--- config.mk ---
export PLATFORM = sky130hd
export DESIGN_NAME = approx_mul_accumulator
export DESIGN_NICKNAME = d
export VERILOG_FILES = /design/src/rtl/approx_mul_accumulator.sv
export SDC_FILE = /design/constraint.sdc
export NUM_CORES = 1
export LEC_CHECK = 0
export CAP_MARGIN = 20
export CORE_MARGIN = 2
export CORE_UTILIZATION = 39
export CTS_CLUSTER_DIAMETER = 150
export DETAILED_ROUTE_END_ITERATION = 7
export GPL_TIMING_DRIVEN = 0
export SYNTH_ARGS = -nofsm -noshare
export SYNTH_HDL_FRONTEND = slang
export SYNTH_SLANG_ARGS = --single-unit
--- constraint.sdc ---
create_clock -name clk -period 3.6 [get_ports clk]
set_input_delay 0.72 -clock clk [delete_from_list [all_inputs] [get_ports clk]]
set_output_delay 0.72 -clock clk [all_outputs]
set_load 0.01 [all_outputs]
--- src/rtl/approx_mul_accumulator.sv ---
// Windowed saturating accumulator for approximate-multiplier products.
// Sums one 16-bit product per accepted beat and hands the window result to a valid/ready consumer.
//
// state | meaning
// ------+---------------------------------------------------------------
// ACCUM | accepting product beats, in_ready=1 (after the first clock out of reset)
// HOLD  | window result presented, out_valid=1, waiting for out_ready
module approx_mul_accumulator #(
    parameter int ACC_W = 24,
    parameter int CNT_W = 8
) (
    input  logic             clk,
    input  logic             rst,
    input  logic             in_valid,
    output logic             in_ready,
    input  logic [15:0]      in_prod,
    input  logic             in_last,
    input  logic [CNT_W-1:0] len,
    output logic             out_valid,
    input  logic             out_ready,
    output logic [ACC_W-1:0] out_sum,
    output logic [CNT_W-1:0] out_count,
    output logic             out_sat
);

    typedef enum logic {ACCUM, HOLD} state_t;

    localparam logic [CNT_W-1:0] CNT_MAX = {CNT_W{1'b1}};

    state_t           state;
    logic [ACC_W-1:0] acc;
    logic [CNT_W-1:0] cnt;
    logic [CNT_W-1:0] len_q;
    logic             sat;

    logic             accept;
    logic [ACC_W:0]   sum_w;
    logic [ACC_W-1:0] acc_upd;
    logic             sat_upd;
    logic [CNT_W-1:0] cnt_upd;
    logic [CNT_W-1:0] len_eff;
    logic             close;

    always_comb begin
        accept  = in_valid && in_ready;
        sum_w   = {1'b0, acc} + (ACC_W+1)'(in_prod);
        sat_upd = sat | sum_w[ACC_W];
        acc_upd = sat_upd ? {ACC_W{1'b1}} : sum_w[ACC_W-1:0];
        cnt_upd = cnt + CNT_W'(1);
        // the first beat of a window has not latched len yet, so compare against the live port
        len_eff = (cnt == '0) ? len : len_q;
        close   = in_last
                || ((len_eff != '0) && (cnt_upd == len_eff))
                || (cnt_upd == CNT_MAX);
    end

    always_ff @(posedge clk or posedge rst) begin
        if (rst) begin
            state     <= ACCUM;
            acc       <= '0;
            cnt       <= '0;
            sat       <= 1'b0;
            len_q     <= '0;
            out_sum   <= '0;
            out_count <= '0;
            out_sat   <= 1'b0;
            out_valid <= 1'b0;
            in_ready  <= 1'b0;
        end else begin
            case (state)
                ACCUM: begin
                    in_ready <= 1'b1;
                    if (accept) begin
                        if (cnt == '0) len_q <= len;
                        acc <= acc_upd;
                        sat <= sat_upd;
                        cnt <= cnt_upd;
                        if (close) begin
                            out_sum   <= acc_upd;
                            out_count <= cnt_upd;
                            out_sat   <= sat_upd;
                            out_valid <= 1'b1;
                            in_ready  <= 1'b0;
                            state     <= HOLD;
                        end
                    end
                end
                HOLD: begin
                    if (out_ready) begin
                        acc       <= '0;
                        cnt       <= '0;
                        sat       <= 1'b0;
                        out_valid <= 1'b0;
                        in_ready  <= 1'b1;
                        state     <= ACCUM;
                    end
                end
                default: state <= ACCUM;
            endcase
        end
    end

endmodule

==> flow_metrics.tcl, run 1 <==
set metrics [dict create \
    worstMarginPinSlew_ns 0.624 \
    placement.io_buffers 63 \
    grt_max_degree 45 \
    grt_pass1_wl_um 18100 \
    antenna_cells 0 \
    max-vdd-ir-drop_uv 322 \
    area_growth_pct 26.0 \
    grt_pass1_vias 3650 \
    detail_route.iter0.violations 156 \
    vias 3593 \
    wire_per_inst_um 16.1 \
    slew_headroom 0.584 \
    core_area_um2 11300 \
    gp_congestion 0.876 \
    setup_viol 0 \
    fin_setup_tns_ns 0 \
    fill_cells 1070 \
    layout_common_cells "dfrtp_1 (77), clkdlybuf4s50_1 (63), nand2_1 (41)" \
    critPathRequiredTime_ns 3.82 \
    initial_core_util 0.395 \
    clock_path_buffers 2 \
    stdcell_area_um2 5630 \
    nNetsFinal 574 \
    synthArstFlopShare 1.00 \
    yosysWarnings 0 \
    synth-edff-count 0 \
    drv_cap 0 \
    drc 0 \
    synth_cell_type_count 53 \
    numCtsBuffers 9 \
    cts_tree "yes" \
    end_kind "register" \
    r2r_cells 11 \
    ys.flop_type "dfrtp_1" \
    min_delay_worst_endpoint "out_sum[11]$_DFFE_PP0P_" \
    multi_input_area_um2 2360 \
    seq_area_um2 1930 \
    placed_area_um2 5310 \
    cts_root_buffer "clkbuf_16" \
    layout-drive-gt1-share 0.102 \
    grt_antenna_before_repair 0 \
    r2r-end "out_sum[12]$_DFFE_PP0P_" \
    netlist.area_leader.share 0.431 \
    grt_overflow 0 \
    layout_commonest_cell "dfrtp_1" \
    io_pins 64 \
    whs_ns 0.488 \
    ant_nets 0 \
    min_path_type "reg -> reg" \
    track_usage 0.185 \
    cts-htree-levels 3 \
    rows 39 \
    crit_start "in_prod[0]" \
    skew_ns 0.00756 \
    cp_max_fo 10 \
    die_height_um 111 \
    worst_setup_path_start_kind "primary input" \
    vias_per_cell 5.34 \
    wirelength_um 10800 \
    synth-seq-cells 77 \
    path_class "in -> reg" \
    syn_nets 497 \
    syn-instance-count 448 \
    clock_latency_ns 0.34 \
    p_leak_nw 2.60 \
    finalCritPeriodShare 0.953 \
    cts_num_sinks 77 \
    cp.arrival_ns 3.65 \
    max_freq_mhz 292 \
    syn_avg_cell_area_um2 9.97 \
    timing.rr.start "cnt[0]$_DFFE_PP0P_" \
    finalPower_mw 4.28 \
    hold_viol 0 \
    drv_slew 0 \
    synth_area_leader_cell "dfrtp_1" \
    synth_top_cells_by_area "dfrtp_1 (43%), ha_1 (5.3%), mux2i_1 (4.3%), mux2_1 (4.0%), mux2_2 (3.5%)" \
    r2r_setup_slack_ns 0.52 \
    die_area_um2 12300 \
    p_per_area_nw_per_um2 760 \
    min_period_ns 3.43 \
    hold_start "out_sum[11]$_DFFE_PP0P_" \
    yosysSeqAreaShare 0.431 \
    whs_path_depth 1 \
    outcome "completed" \
    die_width_um 111 \
    first_pass_iters 4 \
    clkTransAtPathRegs_ns 0.06 \
    synth_area_um2 4470 \
    dp_hpwl_um 7940 \
]
-- power by group --
group	total, mW	switching [mW]	internal [mW]
logic	2.01	1.04	0.967
registers	1.35	0.195	1.16
clock network	0.921	0.364	0.557
total	4.28	1.60	2.68
-- sequential cells by signal, indices dropped and copies added (netlist names) --
| signal | flops |
|---|---|
| acc | 24 |
| out_sum | 24 |
| cnt | 8 |
| len_q | 8 |
| out_count | 8 |
| in_ready | 1 |
| out_sat | 1 |
| out_valid | 1 |
| sat | 1 |
| state | 1 |
-- cells in the mapped netlist (all sizes together), types with 11 or more instances --
master and number:
dfrtp 77, nand2 42, mux2 30, nor2 30
nand3 28, o21ai 27, a21oi 22, inv 21
ha 19, mux2i 19, xor2 18, xnor2 16
buf 11
-- metrics by stage --
step,worst slack [ns],cells,util
6_report,0.170,673,0.497
5_1_grt,-0.0372,673,0.497
4_1_cts,0.109,671,0.496
3_5_place_dp,-0.247,655,0.469
3_3_place_gp,-0.500,654,0.466
2_1_floorplan,0.513,448,-
-- metal layers --
| layer | routed length, µm | vias to the layer above | GRT usage | part of all wire |
|---|---|---|---|---|
| met5 | 0 | - | 0 | 0 |
| met4 | 161 | 0 | 0.0510 | 0.015 |
| met3 | 418 | 22 | 0.0399 | 0.039 |
| met2 | 5230 | 79 | 0.310 | 0.48 |
| met1 | 5010 | 1743 | 0.243 | 0.46 |
| li1 | - | 1749 | - | - |
-- kinds of logic after synthesis --
kind of cell | count (synthesis) | share of synthesized area
AOI/OAI and AO/OA | 88 | 0.132
xor gates and xnor gates | 34 | 0.0666
adders and majority gates | 20 | 0.0577
buffers and inverters | 41 | 0.0400
and+or+nand+nor | 139 | 0.154
DFF | 77 | 0.431
muxes | 49 | 0.118
-- final cells by class --
type,count,area share
multi-input combinational,330,0.420
sequential,77,0.342
timing repair buffer,66,0.120
clock buffer,11,0.0431
tap,143,0.0318
buffer,20,0.0187
inverter,21,0.0144
clock inverter,5,0.0107
-- worst max-delay path, stage by stage --
cell and delay (ns):
clkdlybuf4s50_1 0.42, ha_1 0.24, inv_1 0.07, fa_1 0.19
nand2b_1 0.13, a21oi_1 0.09, o41a_1 0.39, a31o_1 0.25
buf_2 0.18, a41o_1 0.29, clkbuf_4 0.22, nor2_1 0.11
mux2i_1 0.07, mux2_1 0.28
-- what timing repair did --
item,CTS,global route
setup endpoints to repair,0,31
setup buffers,0,2
hold endpoints to repair,0,0
hold buffers,0,0
gates resized for setup,0,2
-- how the worst max path moves through the flow --
stage | slack, ns | to
floorplan | 0.51 | out_sum[21]$_DFFE_PP0P_
global placement | -0.50 | out_sum[22]$_DFFE_PP0P_
detailed placement | -0.25 | out_sum[21]$_DFFE_PP0P_
CTS | 0.11 | out_sum[21]$_DFFE_PP0P_
global route | -0.04 | acc[20]$_DFFE_PP0P_
finish | 0.17 | out_sum[21]$_DFFE_PP0P_
Note: power is estimated with default switching activity, not from simulation.
==> run 2: changes to the inputs <==
--- a/config.mk
+++ b/config.mk
@@ -6,6 +6,6 @@
 export NUM_CORES = 1
 export LEC_CHECK = 0
+export ABC_AREA = 0
 export CAP_MARGIN = 20
-export CORE_MARGIN = 2
 export CORE_UTILIZATION = 39
 export CTS_CLUSTER_DIAMETER = 150
==> constraint.sdc (replaced) <==
create_clock -name clk -period 3.6 [get_ports clk]
set_input_delay 0.54 -clock clk [delete_from_list [all_inputs] [get_ports clk]]
set_output_delay 0.54 -clock clk [all_outputs]
set_load 0.01 [all_outputs]
==> flow_metrics.tcl, run 2 (synthesis results as in run 1) <==
set metrics [dict create \
    rsz0062_at_grt "no" \
    dp_slack_ns -0.0621 \
    p_per_area_nw_per_um2 787 \
    fin_setup_tns_ns 0 \
    drc 0 \
    clock_path_buffers 2 \
    crit_start "in_prod[0]" \
    grt_antenna_before_repair 0 \
    area_growth_pct 26.9 \
    ant_nets 0 \
    grt_overflow 0 \
    timing.rr.start "acc[0]$_DFFE_PP0P_" \
    path_class "in -> reg" \
    wire_per_inst_um 16.3 \
    p_leak_nw 2.61 \
    layout-drive-gt1-share 0.0985 \
    final_util 0.516 \
    first_pass_iters 4 \
    r2r_setup_slack_ns 0.50 \
    grt_max_degree 49 \
    clock_latency_ns 0.34 \
    hold_start "out_count[2]$_DFFE_PP0P_" \
    vias 3588 \
    dp_hpwl_um 7850 \
    max-vdd-ir-drop_uv 336 \
    top_regs "acc (24), out_sum (24)" \
    cp_max_fo 10 \
    postCtsSetupBuffers 0 \
    cp.arrival_ns 3.56 \
    io_pins 64 \
    layout_common_cells "dfrtp_1 (77), clkdlybuf4s50_1 (63), nand2_1 (41)" \
    min_delay_worst_endpoint "out_count[2]$_DFFE_PP0P_" \
    placement.io_buffers 63 \
    antenna_cells 0 \
    die_width_um 109 \
    min_path_type "reg -> reg" \
    critical_path.slowest_cell "o41a_1" \
    drv_slew 0 \
    whs_path_depth 1 \
    cts_root_buffer "clkbuf_16" \
    cts_num_sinks 77 \
    setup_slack_ns 0.259 \
    holdBufCountCts 0 \
    path_delay_family "compound AO/OA/AOI/OAI gates" \
    drv_cap 0 \
    track_usage 0.200 \
    end_kind "register" \
    placed_area_um2 5300 \
    core_area_um2 11000 \
    grt_pass1_wl_um 18000 \
    rows 38 \
    initial_core_util 0.407 \
    die_area_um2 11900 \
    worst_setup_path_start_kind "primary input" \
    stdcell_area_um2 5670 \
    numCtsBuffers 9 \
    min_period_ns 3.34 \
    path_common_cell "buf_2" \
    crit_path_max_incr_delay_ns 0.46 \
    setup_viol 0 \
    vias_per_cell 5.37 \
    nNetsFinal 572 \
    r2r-end "out_sum[12]$_DFFE_PP0P_" \
    gp_congestion 0.854 \
    clkTransAtPathRegs_ns 0.06 \
    outcome "completed" \
    cts_resized 0 \
    detail_route.iter0.violations 154 \
    cts-htree-levels 3 \
    slew_headroom 0.591 \
    skew_ns 0.00973 \
    worstMarginPinSlew_ns 0.613 \
    hold_viol 0 \
    die_height_um 109 \
    path_depth 13 \
    finalCritPeriodShare 0.928 \
    path_cells "clkdlybuf4s50_1, ha_1, inv_1, fa_1, nand2b_1, a21oi_1, o41a_1, a31o_1, buf_2, a41oi_2, buf_2, nand2_1, mux2_1" \
    path_buf_inv 4 \
    r2r_cells 12 \
    cts_tree "yes" \
    max_freq_mhz 299 \
    wirelength_um 10900 \
    grt_pass1_vias 3649 \
    critPathRequiredTime_ns 3.82 \
    layout_commonest_cell "dfrtp_1" \
]
[run 2: cell count changes in the layout (fill, tap and decap cells not counted), sizes merged]
cell / delta
clkinv: -3
clkinvlp: +1
bufinv: +3
clkbuf: -3
[run 2: per-layer routing]
metal | up-vias | wire length (µm) | GRT usage
li1 | 1746 | - | -
met1 | 1735 | 5120 | 0.262
met2 | 89 | 5170 | 0.327
met3 | 18 | 384 | 0.0389
met4 | 0 | 229 | 0.0743
met5 | - | 0 | 0
[run 2: how the worst max path moves through the flow]
stage / to
floorplan: out_sum[21]$_DFFE_PP0P_
global placement: out_sum[20]$_DFFE_PP0P_
detailed placement: out_sum[12]$_DFFE_PP0P_
CTS: out_sum[12]$_DFFE_PP0P_
global route: out_sum[21]$_DFFE_PP0P_
finish: out_sum[12]$_DFFE_PP0P_
[run 2: worst reg2reg max path: stages (launching register included)]
cell      delay [ns]
dfrtp_1         0.38
ha_1            0.22
inv_1           0.08
fa_1            0.19
nand2b_1        0.14
a21oi_1         0.10
o41a_1          0.46
a31o_1          0.25
buf_2           0.17
a41oi_2         0.24
buf_2           0.31
nand2_1         0.15
mux2_1          0.30
[run 2: per-stage QoR]
stage | hold slack, ns | cells | total power, mW
after global placement | 0.472 | 651 | 3.29
after floorplan | 0.471 | 448 | 2.70
after CTS | 0.495 | 668 | 4.48
final | 0.487 | 668 | 4.46
after detailed placement | 0.481 | 652 | 3.34
after global routing | 0.507 | 668 | 4.77
[run 2: cell type report]
cell class                 count  area [µm²]
multi-input combinational    330        2360
fill                        1003        5320
inverter                      21        81.3
sequential                    77        1930
tap                          140         175
clock buffer                  10         229
buffer                        20         100
clock inverter                 6         135
timing repair buffer          64         658
[run 2: where the power goes]
part | internal (mW) | leakage, nW | switching, mW
sequential | 1.16 | 0.980 | 0.191
combinational | 0.953 | 1.46 | 1.03
clock | 0.748 | 0.169 | 0.377
total | 2.86 | 2.61 | 1.60
